### config.mk
export PLATFORM = sky130hd
export DESIGN_NAME = jump_ctrl
export DESIGN_NICKNAME = d
export VERILOG_FILES = /design/src/rtl/isa_pkg.sv /design/src/rtl/ret_stack.sv /design/src/rtl/jump_ctrl.sv
export SDC_FILE = /design/constraint.sdc
export NUM_CORES = 1
export LEC_CHECK = 0
export CORE_ASPECT_RATIO = 1.75
export CORE_MARGIN = 5
export CORE_UTILIZATION = 50
export DETAILED_ROUTE_END_ITERATION = 8
export GPL_ROUTABILITY_DRIVEN = 0
export PLACE_DENSITY = 0.78
export REMOVE_ABC_BUFFERS = 1
export SYNTH_ARGS = -nofsm -noshare
export SYNTH_HDL_FRONTEND = slang
export SYNTH_HIERARCHICAL = 1
export SYNTH_SLANG_ARGS = --single-unit
### constraint.sdc
create_clock -name clk -period 4.65 [get_ports clk]
set_clock_uncertainty 0.05 [all_clocks]
set_input_delay 0.93 -clock clk [delete_from_list [all_inputs] [get_ports clk]]
set_output_delay 0.93 -clock clk [all_outputs]
set_load 0.05 [all_outputs]
### src/rtl/isa_pkg.sv
// Shared ISA constants for the control-flow path: field widths, jump/call opcodes
// and the flag-condition evaluator used by the jump decoder.
package isa_pkg;

    localparam int ADDR_W  = 8;
    localparam int INSTR_W = 15;
    localparam int OP_W    = 7;

    localparam logic [OP_W-1:0] OP_JMP  = 7'h4D;
    localparam logic [OP_W-1:0] OP_JEQ  = 7'h4E;
    localparam logic [OP_W-1:0] OP_JNE  = 7'h4F;
    localparam logic [OP_W-1:0] OP_JGT  = 7'h50;
    localparam logic [OP_W-1:0] OP_JLT  = 7'h51;
    localparam logic [OP_W-1:0] OP_JGE  = 7'h52;
    localparam logic [OP_W-1:0] OP_JLE  = 7'h53;
    localparam logic [OP_W-1:0] OP_JCR  = 7'h54;
    localparam logic [OP_W-1:0] OP_JOV  = 7'h55;
    localparam logic [OP_W-1:0] OP_CALL = 7'h56;
    localparam logic [OP_W-1:0] OP_RET  = 7'h57;

    // Non-jump opcodes (including CALL/RET) report "not taken".
    function automatic logic jump_taken(
        input logic [OP_W-1:0] op,
        input logic            z,
        input logic            n,
        input logic            c,
        input logic            v
    );
        logic taken_s;
        case (op)
            OP_JMP:  taken_s = 1'b1;
            OP_JEQ:  taken_s = z;
            OP_JNE:  taken_s = ~z;
            OP_JGT:  taken_s = ~z & ~n;
            OP_JLT:  taken_s = n;
            OP_JGE:  taken_s = ~n;
            OP_JLE:  taken_s = z | n;
            OP_JCR:  taken_s = c;
            OP_JOV:  taken_s = v;
            default: taken_s = 1'b0;
        endcase
        return taken_s;
    endfunction

endpackage

### src/rtl/ret_stack.sv
// Return-address LIFO. The caller guarantees push and pop are never asserted
// together; push while full and pop while empty are ignored.
module ret_stack #(
    parameter  int DEPTH = 4,
    parameter  int W     = 8,
    localparam int CW    = $clog2(DEPTH) + 1,
    localparam int PW    = (DEPTH > 1) ? $clog2(DEPTH) : 1
) (
    input  logic          clk,
    input  logic          rst,
    input  logic          push,
    input  logic          pop,
    input  logic [W-1:0]  din,
    output logic [W-1:0]  top,
    output logic [CW-1:0] cnt,
    output logic          full,
    output logic          empty
);

    logic [W-1:0]  mem_r [DEPTH];
    logic [CW-1:0] cnt_r;
    logic [PW-1:0] wr_idx_s;
    logic [PW-1:0] top_idx_s;

    assign full      = (cnt_r == CW'(DEPTH));
    assign empty     = (cnt_r == {CW{1'b0}});
    assign cnt       = cnt_r;
    assign wr_idx_s  = cnt_r[PW-1:0];
    assign top_idx_s = cnt_r[PW-1:0] - PW'(1);

    // Top-of-stack view, zero when nothing is stored.
    always_comb begin
        top = {W{1'b0}};
        if (!empty) begin
            top = mem_r[top_idx_s];
        end else begin
            top = {W{1'b0}};
        end
    end

    // Storage and occupancy update.
    always_ff @(posedge clk) begin
        if (rst) begin
            cnt_r <= {CW{1'b0}};
            for (int i = 0; i < DEPTH; i++) begin
                mem_r[i] <= {W{1'b0}};
            end
        end else if (push && !full) begin
            mem_r[wr_idx_s] <= din;
            cnt_r           <= cnt_r + CW'(1);
        end else if (pop && !empty) begin
            cnt_r <= cnt_r - CW'(1);
        end else begin
            cnt_r <= cnt_r;
        end
    end

endmodule

### src/rtl/jump_ctrl.sv
// Control-flow unit in front of the PC: decodes jumps, CALL and RET in the same
// cycle as the fetched instruction and keeps the return-address stack.
module jump_ctrl #(
    parameter int INSTR_W     = 15,
    parameter int ADDR_W      = 8,
    parameter int PC_LAST     = 91,
    parameter int STACK_DEPTH = 4
) (
    input  logic                         clk,
    input  logic                         rst,
    input  logic [ADDR_W-1:0]            pc,
    input  logic [INSTR_W-1:0]           instr,
    input  logic                         flag_z,
    input  logic                         flag_n,
    input  logic                         flag_c,
    input  logic                         flag_v,
    output logic                         l,
    output logic [ADDR_W-1:0]            dataIM,
    output logic                         stk_err,
    output logic [$clog2(STACK_DEPTH):0] stk_cnt
);

    import isa_pkg::*;

    localparam int OPW = INSTR_W - ADDR_W;

    logic [OPW-1:0]    opcode_s;
    logic [ADDR_W-1:0] literal_s;
    logic [ADDR_W-1:0] ret_addr_s;
    logic [ADDR_W-1:0] stk_top_s;
    logic              stk_full_s;
    logic              stk_empty_s;
    logic              push_s;
    logic              pop_s;
    logic              err_evt_s;
    logic              stk_err_r;

    assign opcode_s  = instr[INSTR_W-1:ADDR_W];
    assign literal_s = instr[ADDR_W-1:0];

    // The return address follows the PC's own wrap rather than mod-2^ADDR_W.
    assign ret_addr_s = (pc == ADDR_W'(PC_LAST)) ? {ADDR_W{1'b0}} : (pc + ADDR_W'(1));

    // Same-cycle decode; reset suppresses the load and any stack traffic.
    always_comb begin
        l         = 1'b0;
        dataIM    = {ADDR_W{1'b0}};
        push_s    = 1'b0;
        pop_s     = 1'b0;
        err_evt_s = 1'b0;
        if (rst) begin
            l      = 1'b0;
            dataIM = {ADDR_W{1'b0}};
        end else begin
            case (opcode_s)
                OP_CALL: begin
                    if (!stk_full_s) begin
                        l      = 1'b1;
                        dataIM = literal_s;
                        push_s = 1'b1;
                    end else begin
                        err_evt_s = 1'b1;
                    end
                end
                OP_RET: begin
                    if (!stk_empty_s) begin
                        l      = 1'b1;
                        dataIM = stk_top_s;
                        pop_s  = 1'b1;
                    end else begin
                        err_evt_s = 1'b1;
                    end
                end
                default: begin
                    if (jump_taken(opcode_s, flag_z, flag_n, flag_c, flag_v)) begin
                        l      = 1'b1;
                        dataIM = literal_s;
                    end else begin
                        l      = 1'b0;
                        dataIM = {ADDR_W{1'b0}};
                    end
                end
            endcase
        end
    end

    // Sticky stack error, cleared only by reset.
    always_ff @(posedge clk) begin
        if (rst) begin
            stk_err_r <= 1'b0;
        end else if (err_evt_s) begin
            stk_err_r <= 1'b1;
        end else begin
            stk_err_r <= stk_err_r;
        end
    end

    assign stk_err = stk_err_r;

    ret_stack #(
        .DEPTH (STACK_DEPTH),
        .W     (ADDR_W)
    ) u_ret_stack (
        .clk   (clk),
        .rst   (rst),
        .push  (push_s),
        .pop   (pop_s),
        .din   (ret_addr_s),
        .top   (stk_top_s),
        .cnt   (stk_cnt),
        .full  (stk_full_s),
        .empty (stk_empty_s)
    );

endmodule

==> results of run 1 <==
[cells by family after synthesis]
group	share of synthesized area
DFF	0.4495
muxes	0.09725
AOI/OAI and AO/OA	0.1156
adders and majority gates	0.01945
xor gates and xnor gates	0.02269
buffers and inverters	0.03187
and+or+nand+nor	0.2637
[power groups by stage]
stage | registers (W) | clock network, W | logic (W)
finish | 0.000364 | 0.000218 | 0.0000825
global route | 0.000365 | 0.000240 | 0.0000893
CTS | 0.000364 | 0.000224 | 0.0000833
detailed placement | 0.000372 | 0 | 0.0000828
global placement | 0.000371 | 0 | 0.0000819
floorplan | 0.000370 | 0 | 0.0000377
[final timing paths]
path                         to                from  slack [ns]  cells after the start
max                   dataIM[5]  u_ret_stack/cnt[1]        0.38                      9
min reg2reg             stk_err             stk_err        0.43                      1
max reg2reg  u_ret_stack/cnt[2]  u_ret_stack/cnt[1]        1.29                     11
min                     stk_err             stk_err        0.43                      1
[stage by stage]
stage | cells | cell area, um2 | setup slack, ns | hold slack (ns) | utilization
floorplan | 187 | 2261 | 0.07228 | 0.6932 | -
global route | 291 | 2838 | 0.04209 | 0.4730 | 0.6385
global placement | 283 | 2750 | 0.4590 | 0.4127 | 0.6188
detailed placement | 283 | 2750 | 0.4244 | 0.4215 | 0.6188
CTS | 291 | 2838 | 0.3454 | 0.4386 | 0.6385
finish | 291 | 2838 | 0.3774 | 0.4336 | 0.6385
[synthesized netlist by cell type, drive strengths merged (2+ instances only)]
cell | instances | area share
a211oi | 3 | 0.0097
a21oi | 6 | 0.015
a22oi | 8 | 0.043
a31o | 2 | 0.0076
and2 | 41 | 0.11
buf | 5 | 0.020
clkbuf | 2 | 0.0038
dfxtp | 4 | 0.035
edfxtp | 32 | 0.41
ha | 2 | 0.011
inv | 5 | 0.0081
mux2i | 3 | 0.013
mux4 | 8 | 0.079
nand2 | 3 | 0.0049
nand2b | 6 | 0.017
nand3 | 3 | 0.0065
nand4 | 2 | 0.0054
nand4b | 2 | 0.0076
nor2 | 14 | 0.026
nor3 | 11 | 0.029
nor3b | 3 | 0.0097
nor4 | 3 | 0.021
o21ai | 3 | 0.0065
o21bai | 2 | 0.0065
or2 | 2 | 0.0054
xnor2 | 3 | 0.011
xor2 | 3 | 0.011
[registers in the layout, summed over array words and instances (netlist names)]
| signal | flops |
|---|---|
| u_ret_stack/mem_r | 32 |
| u_ret_stack/cnt | 3 |
| stk_err | 1 |
[metal layers]
metal | vias to the layer above | global-route usage | share of wire
li1 | 818 | - | -
met1 | 811 | 0.1896 | 0.38
met2 | 50 | 0.3206 | 0.55
met3 | 6 | 0.02831 | 0.051
met4 | 0 | 0.06863 | 0.014
met5 | - | 0 | 0
[final cells by class]
cell class / count / area share
flip-flops and latches: 36 / 0.3668
well taps: 51 / 0.02249
clock buffers: 5 / 0.02425
clock inverters: 3 / 0.006614
inverters: 5 / 0.006614
repair buffers: 45 / 0.1499
multi-input cells: 146 / 0.4233
[worst max-delay path, cell delays in order, from the launching register on]
cell and delay, ns:
dfxtp_1 0.61, inv_1 0.09, ha_1 0.27, nand2b_1 0.28, inv_1 0.10, nand4bb_1 0.27, nor2_4 0.29, a22oi_2 0.12
nor3_1 0.15, clkdlybuf4s50_1 0.83
==> run metrics, run 1 <==
status complete, no violations; H-Tree Depth 2; Syn Std Cell Area 2316 um2; Area Growth Syn to Fin 22.53%; post-detail-place hpwl 3807 um; clk root buf clkbuf_8; sw power 0.0001566 W; register area share after synthesis 0.4495; hold_buf cts 0; Multi-input gate area 1201 um2; main flop type after synthesis edfxtp_1; Slew Viols, Final 0; row cnt 32; Resize count post-CTS 0; average routed wire per standard cell 17.30 um; final worst path period need 4.273 ns; CTS Sinks 36; Pleak 0.9837 nW; Final Power 0.0006646 W; I/O Pins 42; crit start category register; final hold vios 0; Die Height 100.0 um; P per Cell Area 234.2 nW/um2; setup TNS 0 ns; first-pass iteration count of the detailed router 4; Reg clk slew, reported paths 0.07 ns; commonest non-fill, non-tap cell in the layout and2_1; worst-path maximum fanout 11; Switching Fraction 0.2356; first-pass GRT wire length 7928 um; DR iter-0 viols 105; DR vias/cell 5.790; DRC 0; port bufs 41; Seq cells post-synth 36; maxcap violations 0; Syn Inst Count 194; TritonCTS clock tree yes; normalized max-slew margin 0.5247; Worst EP required 3.67 ns; clock group share of total power 0.328; Fillers 363; ant diodes 0; core box area 4444 um2; final wirelength 5035 um; largest net degree at the start of global routing 15; post-CTS setup buffers 0; effective utilization at floorplan 0.5211; max frequency 234.1 MHz; Setup CP Type reg2out; Setup-failing EPs final 0; Final period util 0.9188; Final #Nets 271; Num CTS Buffers 5; Syn Area/Cell 11.94 um2; CP endpoint kind output port; RSZ-0062 raised after global routing false; VDD IR max 0.2491 mV; die area 6146 um2; share of layout cells above drive strength 1 0.1875; most frequent cells in the layout and2_1 (41), clkdlybuf4s50_1 (35), edfxtp_1 (32); EDFF count, synth 32; Antenna Violating Nets Remaining 0; Worst Tran Pin Value 0.7075 ns; internal power 0.0005080 W; vias in the first global route 1670; Critical Path AT 3.29 ns; FFs w/ async S/R, synth 0; initial antenna violation count 0; DIE WIDTH 61.45 um; Netlist cell types 51; Hold Crit Class reg2reg; All-Layer GR Usage 0.1746; worst skew pair latency 0.28 ns; total congestion overflow 0; Synth Warn # 6; register area 1041 um2; share of power burned in registers 0.548; Max Root-Sink Buffers 2; combinational share of power 0.124; DR vias 1685
(Power assumes the default switching activity.)
==> run 2, diff against run 1 <==
--- a/config.mk
+++ b/config.mk
@@ -8,9 +8,12 @@
 export CORE_ASPECT_RATIO = 1.75
 export CORE_MARGIN = 5
 export CORE_UTILIZATION = 50
+export CTS_BUF_LIST = sky130_fd_sc_hd__clkbuf_16
 export DETAILED_ROUTE_END_ITERATION = 8
 export GPL_ROUTABILITY_DRIVEN = 0
+export MAX_ROUTING_LAYER = met4
 export PLACE_DENSITY = 0.78
+export RECOVER_POWER = 50
 export REMOVE_ABC_BUFFERS = 1
 export SYNTH_ARGS = -nofsm -noshare
 export SYNTH_HDL_FRONTEND = slang
==> run 2 against run 1 <==
  * Power grew 15%
  * Highest routed layer unchanged
  * Die area stayed put
  * Register-to-register slack lost 0.20 ns
  * Clock power is 47% higher
  * Critical path type unchanged
==> run metrics, run 2 (synthesis results as in run 1) <==
status complete, no violations; Final #Nets 271 (unchanged); final worst path period need 4.250 ns (-0.02257 ns); DIE WIDTH 61.45 um (unchanged); CTS Sinks 36 (unchanged); effective utilization at floorplan 0.5211 (unchanged); Slew Viols, Final 0 (unchanged); post-detail-place hpwl 3807 um (unchanged); Setup-failing EPs final 0 (unchanged); vias in the first global route 1647 (-1.4%); Resize count post-CTS 0 (unchanged); cell family with most CP delay buffers and inverters; most frequent cells in the layout edfxtp_1 (32), clkdlybuf4s50_1 (30), and2_1 (25); DRC 0 (unchanged); DR iter-0 viols 95 (-9.5%); CP Cell Sequence inv_1 > ha_1 > nand2b_1 > inv_1 > nand4bb_1 > nor2_4 > a22oi_2 > nor3_1 > clkdlybuf4s50_1; Die Height 100.0 um (unchanged); Switching Fraction 0.2170 (-0.01865); RSZ-0062 raised after global routing false; ant diodes 0 (unchanged); H-Tree Depth 2 (unchanged); largest register by flop count u_ret_stack/mem_r; Fillers 358 (-1.4%); crit-path most repeated cell inv_1; share of power burned in registers 0.475 (-0.073); DR vias 1670 (-0.89%); total congestion overflow 0 (unchanged); Num CTS Buffers 5 (unchanged); Setup CP Type reg2out; Hold Crit Class reg2reg; reg2reg start u_ret_stack/cnt[1]; post-CTS setup buffers 0 (unchanged); Max Root-Sink Buffers 2 (unchanged); row cnt 32 (unchanged); Antenna Violating Nets Remaining 0 (unchanged); clk root buf clkbuf_16; I/O Pins 42 (unchanged); final hold vios 0 (unchanged); setup TNS 0 ns (unchanged); Min Hold Slack 0.4241 ns (-0.009479 ns); first-pass GRT wire length 8017 um (+1.1%); worst-path maximum fanout 11 (unchanged); internal power 0.0006008 W (+18%); hold_buf cts 0 (unchanged); VDD IR max 0.2397 mV (-3.8%); hold_sp stk_err; Reg clk slew, reported paths 0.05 ns (-0.02 ns); Final Power 0.0007673 W (+15%); Pleak 1.001 nW (+1.7%); largest net degree at the start of global routing 15 (unchanged); Worst EP required 3.67 ns (about the same); TritonCTS clock tree yes; worst skew pair latency 0.27 ns (about the same); max FFs per register 32 (unchanged); critical path buffer and inverter count 3 (unchanged); port bufs 41 (unchanged); combinational share of power 0.107 (-0.017); max frequency 235.3 MHz (+0.53%); first-pass iteration count of the detailed router 4 (unchanged); CP max stage delay 0.83 ns (about the same); normalized max-slew margin 0.4446 (-0.08007); core box area 4444 um2 (unchanged); DR vias/cell 5.739 (-0.89%); initial antenna violation count 0 (unchanged); CP Launch Point u_ret_stack/cnt[1]; clock group share of total power 0.418 (+0.090); sw power 0.0001665 W (+6.3%); Area Growth Syn to Fin 24.20%; crit start category register; commonest non-fill, non-tap cell in the layout edfxtp_1; dpl ws 0.4244 ns (unchanged); Worst Tran Pin Value 0.8267 ns (+0.1192 ns); maxcap violations 0 (unchanged); CP endpoint kind output port; All-Layer GR Usage 0.1814 (+0.006797); share of layout cells above drive strength 1 0.1708 (-0.01667); Crit-path slowest cell clkdlybuf4s50_1; P per Cell Area 266.8 nW/um2 (+14%); Final period util 0.9140 (-0.004853); Worst Slack Setup Final 0.4000 ns (+0.02257 ns); average routed wire per standard cell 17.30 um (unchanged); Critical Path AT 3.27 ns (-0.02 ns); die area 6146 um2 (unchanged); final wirelength 5035 um (unchanged)
run 2: cell count changes in the layout (fill, tap and decap cells not counted), sizes merged:
cell | previous run | this run
clkbuf | 5 | 6
dlygate4sd3 | 0 | 5
clkdlybuf4s50 | 35 | 30
buf | 10 | 9
run 2: through the flow:
step                      std cells    util  cell area (um2)
after global placement          283  0.6188             2750
after global routing            291  0.6472             2877
after CTS                       291  0.6512             2894
final                           291  0.6472             2877
after detailed placement        283  0.6188             2750
after floorplan                 187       -             2261
run 2: layout make-up:
class | instances | area, um2 | share of cell area
sequential | 36 | 1041 | 0.3619
clock inverter | 3 | 18.77 | 0.006525
inverter | 5 | 18.77 | 0.006525
clock buffer | 5 | 125.1 | 0.04350
tap | 51 | 63.81 | 0.02218
multi-input combinational | 146 | 1187 | 0.4128
timing repair buffer | 45 | 421.7 | 0.1466
run 2: power groups by stage:
stage                     logic (W)  clock network [W]  registers, W
after floorplan           0.0000377                  0      0.000370
after global placement    0.0000819                  0      0.000371
after detailed placement  0.0000828                  0      0.000372
after CTS                 0.0000834           0.000327      0.000365
final                     0.0000822           0.000320      0.000365
after global routing      0.0000891           0.000343      0.000365
run 2: worst paths after layout:
| kind | endpoint | slack (ns) | cells past startpoint |
|---|---|---|---|
| setup reg to reg | u_ret_stack/cnt[2] | 1.09 | 11 |
| hold / removal | stk_err | 0.42 | 1 |
| hold reg to reg | stk_err | 0.42 | 1 |
| setup / recovery | dataIM[5] | 0.40 | 9 |
run 2: per-layer routing:
layer | wire [um] | up-vias | GRT usage
li1 | - | 821 | -
met4 | 90 | 0 | 0.06863
met1 | 1904 | 781 | 0.2002
met2 | 2728 | 60 | 0.3165
met3 | 311 | 8 | 0.02831
met5 | 0 | - | -
run 2: worst reg2reg max path, stage by stage (launching register included):
cell and delay, ns:
dfxtp_1 0.59, inv_1 0.09, ha_1 0.27, and2_1 0.31
nor4_1 0.29, clkbuf_1 0.30, a21boi_0 0.37, inv_1 0.16
fa_1 0.45, nor3b_1 0.25, a211oi_1 0.08, a211oi_1 0.24
==> run 3, diff against run 2 <==
--- a/config.mk
+++ b/config.mk
@@ -7,12 +7,12 @@
 export LEC_CHECK = 0
 export CORE_ASPECT_RATIO = 1.75
 export CORE_MARGIN = 5
-export CORE_UTILIZATION = 50
+export CORE_UTILIZATION = 40
 export CTS_BUF_LIST = sky130_fd_sc_hd__clkbuf_16
 export DETAILED_ROUTE_END_ITERATION = 8
 export GPL_ROUTABILITY_DRIVEN = 0
 export MAX_ROUTING_LAYER = met4
-export PLACE_DENSITY = 0.78
+export PLACE_DENSITY = 0.65
 export RECOVER_POWER = 50
 export REMOVE_ABC_BUFFERS = 1
 export SYNTH_ARGS = -nofsm -noshare
==> run 3 against run 2 <==
  * Combinational power is essentially flat
  * Die area increased by 22%
  * Critical endpoint is now u_ret_stack/mem_r[1][5]
  * Core utilization fell by 12 points
  * Final area up 1.5%
  * First-iteration DRC count down 54%
  * Critical path depth is 1 lower
  * Clock power increased by 16%
==> run metrics, run 3 (synthesis results as in run 1) <==
Pleak 1.021 nW (+2.1%); Area Growth Syn to Fin 26.04%; core box area 5585 um2 (+26%); combinational share of power 0.101 (-0.006); crit start category input port; largest net degree at the start of global routing 16 (+1); Setup CP Type in2reg; Worst EP required 4.56 ns (+0.89 ns); I/O Pins 42 (unchanged); share of layout cells above drive strength 1 0.1784 (+0.007590); normalized max-slew margin 0.09268 (-0.3520); post-detail-place hpwl 3943 um (+3.6%); Fillers 526 (+47%); Switching Fraction 0.1995 (-0.01743); Antenna Violating Nets Remaining 0 (unchanged); maxcap violations 0 (unchanged); first-pass GRT wire length 8093 um (+0.95%); die area 7472 um2 (+22%); Slew Viols, Final 0 (unchanged); port bufs 41 (unchanged); worst skew pair latency 0.27 ns (about the same); Hold Crit Class reg2reg; Design Area, Final 2919 um2 (+1.5%); Reg2Reg Depth 9 (-2); TritonCTS clock tree yes; final worst path period need 4.265 ns (+0.01535 ns); DIE WIDTH 67.52 um (+9.9%); largest register by flop count u_ret_stack/mem_r; Final period util 0.9173 (+0.003301); sw power 0.0001629 W (-2.1%); DR vias/cell 5.215 (-9.1%); total congestion overflow 0 (unchanged); share of power burned in registers 0.447 (-0.028); H-Tree Depth 2 (unchanged); Setup-failing EPs final 0 (unchanged); Resize count post-CTS 0 (unchanged); Worst Tran Pin Value 1.349 ns (+0.5219 ns); Critical Path AT 4.18 ns (+0.91 ns); max frequency 234.4 MHz (-0.36%); Max Root-Sink Buffers 2 (unchanged); Critical R2R Capture u_ret_stack/mem_r[1][5]; clock group share of total power 0.453 (+0.035); VDD IR max 0.1872 mV (-22%); final design utilization 0.5226 (-0.1246); ant diodes 0 (unchanged); final wirelength 5208 um (+3.4%); max FFs per register 32 (unchanged); row cnt 36 (+13%); setup TNS 0 ns (unchanged); end of the worst hold path stk_err; Min Hold Slack 0.4160 ns (-0.008058 ns); clk root buf clkbuf_16; placed cell areas 2784 um2 (+1.2%); Num CTS Buffers 5 (unchanged); status complete, no violations; Die Height 110.7 um (+11%); average routed wire per standard cell 16.43 um (-5.0%); post-CTS setup buffers 0 (unchanged); P per Cell Area 279.8 nW/um2 (+4.9%); effective utilization at floorplan 0.4147 (-0.1065); internal power 0.0006537 W (+8.8%); Final #Nets 272 (+0.37%); commonest non-fill, non-tap cell in the layout edfxtp_1; DRC 0 (unchanged); most frequent cells in the layout edfxtp_1 (32), clkdlybuf4s50_1 (28), and2_1 (22); CTS Sinks 36 (unchanged); CP endpoint kind register; DR iter-0 viols 44 (-54%); worst-path maximum fanout 9 (-2); All-Layer GR Usage 0.1494 (-0.03194); reg2reg start u_ret_stack/cnt[0]; vias in the first global route 1660 (+0.79%); Reg clk slew, reported paths 0.05 ns (about the same); Hold Path Stages 1 (unchanged); RSZ-0062 raised after global routing false; first-pass iteration count of the detailed router 4 (unchanged); hold_buf cts 0 (unchanged); hold_sp stk_err; DR vias 1653 (-1.0%); final hold vios 0 (unchanged); initial antenna violation count 0 (unchanged); Reg2Reg Setup Slack 0.89 ns (-0.20 ns)
-- run 3: cell type report --
class | instances | area (um2) | share of cell area
Multi-Input combinational cell | 146 | 1172 | 0.4016
Inverter | 5 | 18.77 | 0.006429
Clock buffer | 5 | 125.1 | 0.04286
Timing Repair Buffer | 46 | 427.9 | 0.1466
Sequential cell | 36 | 1041 | 0.3566
Tap cell | 76 | 95.09 | 0.03258
Clock inverter | 3 | 38.79 | 0.01329
-- run 3: power by group through the flow --
stage / combinational (W) / sequential (W) / clock, W
5_1_grt: 0.0000893 / 0.000365 / 0.000392
2_1_floorplan: 0.0000377 / 0.000370 / 0
3_5_place_dp: 0.0000832 / 0.000371 / 0
4_1_cts: 0.0000838 / 0.000365 / 0.000378
3_3_place_gp: 0.0000830 / 0.000371 / 0
6_report: 0.0000823 / 0.000365 / 0.000370
-- run 3: critical path, cell delays in order --
cell	delay, ns
dlygate4sd3_1	0.65
nand4b_1	0.17
or3b_1	0.42
nor4_1	0.20
buf_4	0.20
nand2b_1	0.15
nor4_1	1.05
or2_2	0.42
-- run 3: worst max path at each step --
stage                       start                 endpoint  slack [ns]  cells past startpoint
2_1_floorplan  u_ret_stack/cnt[0]                dataIM[6]        0.07                      8
3_3_place_gp            instr[12]                        l        0.54                      6
3_5_place_dp             instr[8]                        l        0.49                      6
4_1_cts                  instr[8]                        l        0.48                      6
5_1_grt                 instr[10]  u_ret_stack/mem_r[1][2]        0.24                      8
6_report                instr[10]  u_ret_stack/mem_r[1][5]        0.38                      8
-- run 3: per-layer routing --
layer | routed length [um] | GRT usage | part of all wire
met1 | 1886 | 0.1366 | 0.36
met2 | 2973 | 0.2824 | 0.57
met3 | 262 | 0.02840 | 0.050
met4 | 85 | 0.06098 | 0.016
met5 | 0 | - | 0
-- run 3: through the flow --
stage | total power, W | std cells | setup slack [ns]
global route | 0.0008463 | 317 | 0.2434
detailed placement | 0.0004547 | 309 | 0.4931
floorplan | 0.0004081 | 187 | 0.07228
CTS | 0.0008269 | 317 | 0.4829
global placement | 0.0004540 | 309 | 0.5393
finish | 0.0008166 | 317 | 0.3846
